File: src/rtl/subtractor_4bits_serial.sv
// Bit-serial unsigned subtractor (a - b), LSB first, with a start/busy/done handshake.
// Define SUBTRACTOR_SATURATE_EN to clamp diff at zero when the result borrows.
module subtractor_4bits_serial #(
   parameter int WIDTH = 4
) (
   input  logic             clk,
   input  logic             rst,
   input  logic             start,
   input  logic [WIDTH-1:0] a,
   input  logic [WIDTH-1:0] b,
   output logic [WIDTH-1:0] diff,
   output logic             bo,
   output logic             busy,
   output logic             done
);

   localparam int CW = $clog2(WIDTH) + 1;
   localparam logic [CW-1:0] LAST = CW'(WIDTH - 1);
`ifdef SUBTRACTOR_SATURATE_EN
   localparam bit SAT_EN = 1'b1;
`else
   localparam bit SAT_EN = 1'b0;
`endif

   typedef enum logic [1:0] {S_IDLE, S_CALC, S_DONE} state_t;

   state_t           state_q, state_d;
   logic [WIDTH-1:0] ra_q, ra_d, rb_q, rb_d, sh_q, sh_d;
   logic [WIDTH-1:0] diff_q, diff_d;
   logic             br_q, br_d, bo_q, bo_d;
   logic [CW-1:0]    cnt_q, cnt_d;
   logic             bit_d, br_nxt;

   function automatic logic [WIDTH-1:0] sat_result(input logic [WIDTH-1:0] raw,
                                                   input logic borrow);
      return (SAT_EN && borrow) ? '0 : raw;
   endfunction

   always_ff @(posedge clk) begin
      if (rst) begin
         state_q <= S_IDLE;
         ra_q    <= '0;
         rb_q    <= '0;
         sh_q    <= '0;
         br_q    <= 1'b0;
         cnt_q   <= '0;
         diff_q  <= '0;
         bo_q    <= 1'b0;
      end else begin
         state_q <= state_d;
         ra_q    <= ra_d;
         rb_q    <= rb_d;
         sh_q    <= sh_d;
         br_q    <= br_d;
         cnt_q   <= cnt_d;
         diff_q  <= diff_d;
         bo_q    <= bo_d;
      end
   end

   always_comb begin
      state_d = state_q;
      ra_d    = ra_q;
      rb_d    = rb_q;
      sh_d    = sh_q;
      br_d    = br_q;
      cnt_d   = cnt_q;
      diff_d  = diff_q;
      bo_d    = bo_q;
      bit_d   = ra_q[0] ^ rb_q[0] ^ br_q;
      br_nxt  = (~ra_q[0] & rb_q[0]) | (~(ra_q[0] ^ rb_q[0]) & br_q);
      unique case (state_q)
         S_IDLE: begin
            if (start) begin
               ra_d    = a;
               rb_d    = b;
               br_d    = 1'b0;
               cnt_d   = '0;
               state_d = S_CALC;
            end
         end
         S_CALC: begin
            ra_d  = ra_q >> 1;
            rb_d  = rb_q >> 1;
            sh_d  = {bit_d, sh_q[WIDTH-1:1]};
            br_d  = br_nxt;
            cnt_d = cnt_q + CW'(1);
            // Last bit: publish the assembled word, including the bit just produced.
            if (cnt_q == LAST) begin
               diff_d  = sat_result({bit_d, sh_q[WIDTH-1:1]}, br_nxt);
               bo_d    = br_nxt;
               state_d = S_DONE;
            end
         end
         S_DONE:  state_d = S_IDLE;
         default: state_d = S_IDLE;
      endcase
   end

   assign diff = diff_q;
   assign bo   = bo_q;
   assign busy = (state_q == S_CALC);
   assign done = (state_q == S_DONE);

endmodule
File: config.mk
export PLATFORM = sky130hd
export DESIGN_NAME = subtractor_4bits_serial
export DESIGN_NICKNAME = d
export VERILOG_FILES = /design/src/rtl/subtractor_4bits_serial.sv
export SDC_FILE = /design/constraint.sdc
export NUM_CORES = 1
export LEC_CHECK = 0
export CAP_MARGIN = 20
export CORE_MARGIN = 10
export CORE_UTILIZATION = 56
export CTS_BUF_LIST = sky130_fd_sc_hd__clkbuf_2 sky130_fd_sc_hd__clkbuf_4 sky130_fd_sc_hd__clkbuf_8
export CTS_CLUSTER_DIAMETER = 100
export DETAILED_ROUTE_END_ITERATION = 16
export PLACE_DENSITY = 0.95
export SYNTH_ARGS = -nofsm -noshare
export SYNTH_HDL_FRONTEND = slang
export SYNTH_SLANG_ARGS = --single-unit
File: constraint.sdc
create_clock -name clk -period 2.6 [get_ports clk]
set_input_delay 0.39 -clock clk [delete_from_list [all_inputs] [get_ports clk]]
set_output_delay 0.39 -clock clk [all_outputs]
set_load 0.01 [all_outputs]
==> flow_metrics.py, run 1 <==
metrics = {
    "grt": {
        "grt_pass1_wl_mm": 3.042,
        "grt_usage_pct": 10.83,
        "antenna_found_initial": 0,
        "grt_start_max_net_pins": 23,
        "grt_pass1_vias": 681,
        "globalRouteOverflowTotal": 0,
    },
    "logic_synthesis": {
        "syn-instance-count": 96,
        "synthXorXnorAreaFrac_pct": 0,
        "yosysUniqueCellTypes": 25,
        "ys_warn_count": 0,
        "synth_simple_gate_area_share_pct": 14.73,
        "netlist_area_um2": 925.9,
        "synth_compound_area_share_pct": 20.27,
        "synthMuxAreaShare_pct": 6.486,
        "synth_top_family_by_area": "compound AO/OA/AOI/OAI gates",
        "synthAdderAreaFrac_pct": 4.865,
        "synth_seq_area_share_pct": 47.57,
        "synthesis.nets": 110,
        "synth-seq-cells": 22,
        "syn_avg_cell_area_um2": 9.645,
    },
    "placed_design": {
        "place_ws_ns": 0.8778,
        "io_buffers": 17,
        "place_hpwl_mm": 1.381,
        "gp_congestion": 0.7834,
    },
    "route": {
        "num_vias": 732,
        "dr_wl_met2_um": 866,
        "wl_met3_um": 129,
        "ant_nets": 0,
        "routedWlPerCell_um": 14.38,
        "drt_iter0_drc": 20,
        "met1_length_um": 809,
        "drt_first_pass_iters": 4,
        "via_per_inst": 5.719,
        "drc": 0,
        "drt-total-wl_mm": 1.841,
        "top_layer": "met4",
    },
    "sta": {
        "fmax_ghz": 0.4871,
        "rsz0062_at_grt": "no",
        "worst-slew-pin-transition_ns": 0.8266,
        "hold_slack_ns": 0.4656,
        "finalSetupTns_ns": 0,
        "hold_viol": 0,
        "worst_clock_skew_ns": 0.004321,
        "slew_viol_final": 0,
        "finalSetupViolCount": 0,
        "setup_ws_ns": 0.5472,
        "slew_headroom_pct": 44.72,
        "finalCritPeriodShare_pct": 78.96,
        "min_period_ns": 2.053,
    },
    "clocking": {
        "clock_latency_ns": 0.31,
        "cts_resized": 0,
        "cts_buffers": 3,
        "cts_sinks": 22,
        "path_clk_slew_ns": 0.12,
        "ctsHoldBuffers": 0,
        "postCtsSetupBuffers": 0,
        "htreeDepth": 1,
        "cts_tree": "yes",
        "root_buffer": "clkbuf_4",
        "clk_path_buf_depth": 2,
    },
    "worst_hold_path": {
        "worstHoldPathCells": 2,
        "hold_path.class": "flop to flop",
    },
    "setup_path": {
        "cp.depth": 3,
        "critical-path-top-delay-family": "buffers and inverters",
        "crit_buf_inv": 2,
        "cp-start-kind": "flop",
        "critical-path-max-stage-delay_ns": 0.57,
        "cp_max_fo": 12,
        "r2r_cells": 5,
        "cp.required_ns": 2.21,
        "cp_cell_sequence": "nand2b_2 -> inv_2 -> clkdlybuf4s50_1",
        "critical_path_arrival_ns": 1.66,
        "slowest_stage": "clkdlybuf4s50_1",
        "endpoint_kind": "output port",
        "crit_type": "flop to output port",
    },
    "final_layout": {
        "diodes": 0,
        "fill_cells": 109,
        "drive_gt1_share_pct": 10.71,
        "area_growth_pct": 20.81,
        "final_nets": 127,
    },
    "floorplan": {
        "row_count": 14,
        "fp.dieH_um": 60.66,
        "die_w_um": 60.66,
        "die_area_mm2": 0.003680,
        "core_mm2": 0.001541,
        "start_util_pct": 60.06,
        "design.portCount": 18,
    },
    "power_and_ir_drop": {
        "irDropWorstVdd_mv": 0.4946,
        "power-per-cell-area_mw_per_mm2": 565.8,
        "p_leak_nw": 0.4069,
    },
    "status": {
        "run_status": "finished, final reports clean",
    },
    "job": {
        "cap_viol_max_count": 0,
    },
}
area by class of cell:
class / count / area, um2 / share of cell area, %
Clock buffer: 4 / 36.28 / 3.244
Inverter: 4 / 15.01 / 1.342
Multi-Input combinational cell: 64 / 429.2 / 38.37
Sequential cell: 22 / 440.4 / 39.37
Tap cell: 16 / 20.02 / 1.790
Timing Repair Buffer: 18 / 177.7 / 15.88
synthesized netlist by cell type, drive strengths merged:
cell | count | area (um2)
nor2 | 13 | 48.80
nand3 | 4 | 20.02
buf | 4 | 33.78
nand2 | 10 | 37.54
clkbuf | 2 | 7.510
o21ba | 1 | 10.01
fa | 1 | 20.02
ha | 2 | 25.02
a2bb2oi | 2 | 17.52
mux2i | 6 | 60.06
nor2b | 1 | 6.260
nand3b | 1 | 7.510
nor3b | 1 | 7.510
inv | 4 | 15.01
o21bai | 1 | 7.510
dfxtp | 22 | 440.4
a211oi | 8 | 75.08
a311oi | 1 | 15.01
a22oi | 3 | 22.52
nand2b | 1 | 8.760
a21oi | 8 | 40.04
cells by family after synthesis:
group / count (synthesis)
compound gates: 24
fa+ha+maj: 3
buf+inv: 10
flops: 22
mux: 6
simple gates: 31
sequential cells by signal, summed over array words and instances, names as in the netlist:
register,count
bo,1
br_q,1
cnt_q,3
rb_q,4
state_q,2
diff,4
sh_q,3
ra_q,4
final timing paths:
path,startpoint,endpoint,slack (ns)
min reg2reg,diff[2],diff[2],0.47
min,diff[2],diff[2],0.47
max reg2reg,cnt_q[0],diff[0],1.18
max,state_q[1],busy,0.55
per-stage QoR:
step                area [um2]  instances  total power [W]  util (%)
floorplan                925.9         96        0.0004281         -
global placement          1082        124        0.0004507     70.21
detailed placement        1082        124        0.0004550     70.21
CTS                       1119        128        0.0006351     72.56
global route              1119        128        0.0006630     72.56
finish                    1119        128        0.0006329     72.56
cells in the final DEF (no fill, tap or decap), types with 4 or more instances in the layout:
cell type,netlist,routed
nor2_1,13,13
nand3_1,4,4
a211oi_1,5,5
nand2_1,10,10
mux2i_1,6,6
a21oi_1,8,8
clkdlybuf4s50_1,0,17
dfxtp_1,22,22
report_power, final:
| part | internal [W] | switching, W |
|---|---|---|
| combinational | 0.0000420 | 0.0000435 |
| clock | 0.0000856 | 0.0000994 |
| sequential | 0.000353 | 0.00000971 |
| total | 0.000480 | 0.000153 |
worst reg2reg max path, delay by kind of cell, from the launching register on:
family,cells,cell delay [ns]
and+or+nand+nor,2,0.35
DFF,1,0.38
AOI/OAI and AO/OA,1,0.07
adders and majority gates,2,0.48
routing by layer:
metal,up-vias,track usage [%]
met2,28,15.72
met4,0,6.270
met5,-,0
li1,366,-
met1,333,14.01
met3,5,2.923
No activity file was read; power rests on OpenSTA's default activity.
==> inputs of run 2 (changes only) <==
--- a/config.mk
+++ b/config.mk
@@ -7,11 +7,11 @@
 export LEC_CHECK = 0
 export CAP_MARGIN = 20
 export CORE_MARGIN = 10
-export CORE_UTILIZATION = 56
+export CORE_UTILIZATION = 47
 export CTS_BUF_LIST = sky130_fd_sc_hd__clkbuf_2 sky130_fd_sc_hd__clkbuf_4 sky130_fd_sc_hd__clkbuf_8
 export CTS_CLUSTER_DIAMETER = 100
 export DETAILED_ROUTE_END_ITERATION = 16
-export PLACE_DENSITY = 0.95
+export PLACE_DENSITY = 0.86
 export SYNTH_ARGS = -nofsm -noshare
 export SYNTH_HDL_FRONTEND = slang
 export SYNTH_SLANG_ARGS = --single-unit
==> constraint.sdc (replaced) <==
create_clock -name clk -period 1.75 [get_ports clk]
set_input_delay 0.2625 -clock clk [delete_from_list [all_inputs] [get_ports clk]]
set_output_delay 0.2625 -clock clk [all_outputs]
set_load 0.01 [all_outputs]
==> run 2 against run 1 <==
Die area increased by 13%. Design area rose by 1.8%. Sequential power increased by 49%. Total power is 40% higher. Non-clock buffer count rose by 3.
==> flow_metrics.py, run 2 (synthesis results as in run 1) <==
metrics = {
    "final_layout": {
        "multi_input_comb_area_um2": 429.2,
        "fin_util_pct": 63.19,
        "final_common_cell": "dfxtp_1",
        "final_cell_mix": "dfxtp_1, clkdlybuf4s50_1, nor2_1",
        "area_growth_pct": 22.97,
        "diodes": 0,
        "final_nets": 130,
        "drive_gt1_share_pct": 13.16,
        "seq_area_um2": 441.7,
        "layout.cells.non_filler": 139,
        "fill_cells": 175,
    },
    "setup_path": {
        "endpoint_kind": "output port",
        "slowest_stage": "clkdlybuf4s50_1",
        "critical-path-top-delay-family": "buffers and inverters",
        "crit_type": "flop to output port",
        "critical-path-max-stage-delay_ns": 0.54,
        "critical_path_arrival_ns": 1.38,
        "crit_buf_inv": 1,
        "cp_cell_sequence": "nor2b_1 -> clkdlybuf4s50_1",
        "cp.required_ns": 1.49,
        "cp-start-kind": "flop",
        "cp_max_fo": 6,
    },
    "route": {
        "via_per_inst": 5.273,
        "num_vias": 733,
        "ant_nets": 0,
        "drc": 0,
        "drt-total-wl_mm": 1.800,
        "drt_first_pass_iters": 3,
        "routedWlPerCell_um": 12.95,
        "drt_iter0_drc": 13,
    },
    "floorplan": {
        "fp.dieH_um": 64.39,
        "start_util_pct": 51.39,
        "die_w_um": 64.39,
        "design.portCount": 18,
        "core_mm2": 0.001802,
        "die_area_mm2": 0.004145,
        "row_count": 15,
    },
    "power_and_ir_drop": {
        "irDropWorstVdd_mv": 0.5295,
        "p_leak_nw": 0.4173,
        "power_w": 0.0008852,
        "power-per-cell-area_mw_per_mm2": 777.5,
    },
    "grt": {
        "grt_start_max_net_pins": 23,
        "globalRouteOverflowTotal": 0,
        "grt_pass1_wl_mm": 3.180,
        "grt_pass1_vias": 724,
        "grt_usage_pct": 9.298,
        "antenna_found_initial": 0,
    },
    "sta": {
        "finalCritPeriodShare_pct": 93.81,
        "slew_viol_final": 0,
        "fmax_ghz": 0.6091,
        "worst_clock_skew_ns": 0.006962,
        "finalSetupViolCount": 0,
        "min_period_ns": 1.642,
        "worst-slew-pin-transition_ns": 0.3206,
        "finalSetupTns_ns": 0,
        "hold_viol": 0,
        "rsz0062_at_grt": "no",
        "slew_headroom_pct": 78.58,
    },
    "clocking": {
        "ctsHoldBuffers": 0,
        "cts_buffers": 3,
        "clk_path_buf_depth": 2,
        "path_clk_slew_ns": 0.11,
        "postCtsSetupBuffers": 0,
        "cts_tree": "yes",
        "root_buffer": "clkbuf_4",
        "clock_latency_ns": 0.29,
        "htreeDepth": 1,
        "cts_sinks": 22,
    },
    "placed_design": {
        "io_buffers": 17,
        "dp_cells": 136,
        "gp_congestion": 0.7566,
        "place_hpwl_mm": 1.406,
    },
    "status": {
        "run_status": "finished, final reports clean",
    },
    "job": {
        "cap_viol_max_count": 0,
    },
    "worst_hold_path": {
        "hold_path.class": "flop to flop",
    },
}
run 2: routing by layer:
| metal | track usage (%) | part of all wire (%) | up-vias |
|---|---|---|---|
| li1 | - | - | 376 |
| met1 | 10.30 | 44 | 342 |
| met2 | 15.52 | 49 | 13 |
| met3 | 2.439 | 5.7 | 2 |
| met4 | 5.615 | 1.5 | 0 |
| met5 | 0 | 0 | - |
run 2: worst min-delay path, stage by stage, from the launching register on:
cell,delay [ns]
dfxtp_1,0.33
nand2_1,0.05
a21oi_1,0.05
run 2: area by class of cell:
type                            count  area share, %
Multi-Input combinational cell     64          37.69
Timing Repair Buffer               21          17.47
Clock buffer                        3          1.978
Sequential cell                    22          38.79
Inverter                            4          1.319
Tap cell                           25          2.747
run 2: worst paths after layout:
check | startpoint | endpoint | slack, ns | depth (start not counted)
setup / recovery | state_q[1] | done | 0.11 | 2
hold / removal | diff[0] | diff[0] | 0.46 | 2
setup reg to reg | cnt_q[0] | diff[2] | 0.37 | 5
hold reg to reg | diff[0] | diff[0] | 0.46 | 2
run 2: per-stage QoR:
step	cell area (um2)	worst slack, ns	hold slack, ns
final	1139	0.1083	0.4630
after global placement	1116	0.3157	0.4418
after floorplan	925.9	0.4630	0.3304
after global routing	1139	0.01936	0.4943
after CTS	1139	0.09487	0.4646
after detailed placement	1116	0.2601	0.4489
run 2: power by group:
part | internal [W] | total [W] | switching, W
Sequential | 0.000524 | 0.000541 | 0.0000164
Clock | 0.0000801 | 0.000216 | 0.000136
Combinational | 0.0000659 | 0.000128 | 0.0000626
run 2: what timing repair did:
item / in CTS / in global routing
endpoints found under the hold margin: 0 / 0
endpoints found under the setup margin: 1 / 0
gates resized for setup: 2 / 0
==> inputs of run 3 (changes only) <==
--- a/config.mk
+++ b/config.mk
@@ -5,7 +5,7 @@
 export SDC_FILE = /design/constraint.sdc
 export NUM_CORES = 1
 export LEC_CHECK = 0
-export CAP_MARGIN = 20
+export CAP_MARGIN = 10
 export CORE_MARGIN = 10
 export CORE_UTILIZATION = 47
 export CTS_BUF_LIST = sky130_fd_sc_hd__clkbuf_2 sky130_fd_sc_hd__clkbuf_4 sky130_fd_sc_hd__clkbuf_8
==> results of run 3 <==
The final DEF is identical to that of run 2; final timing and power are the same.
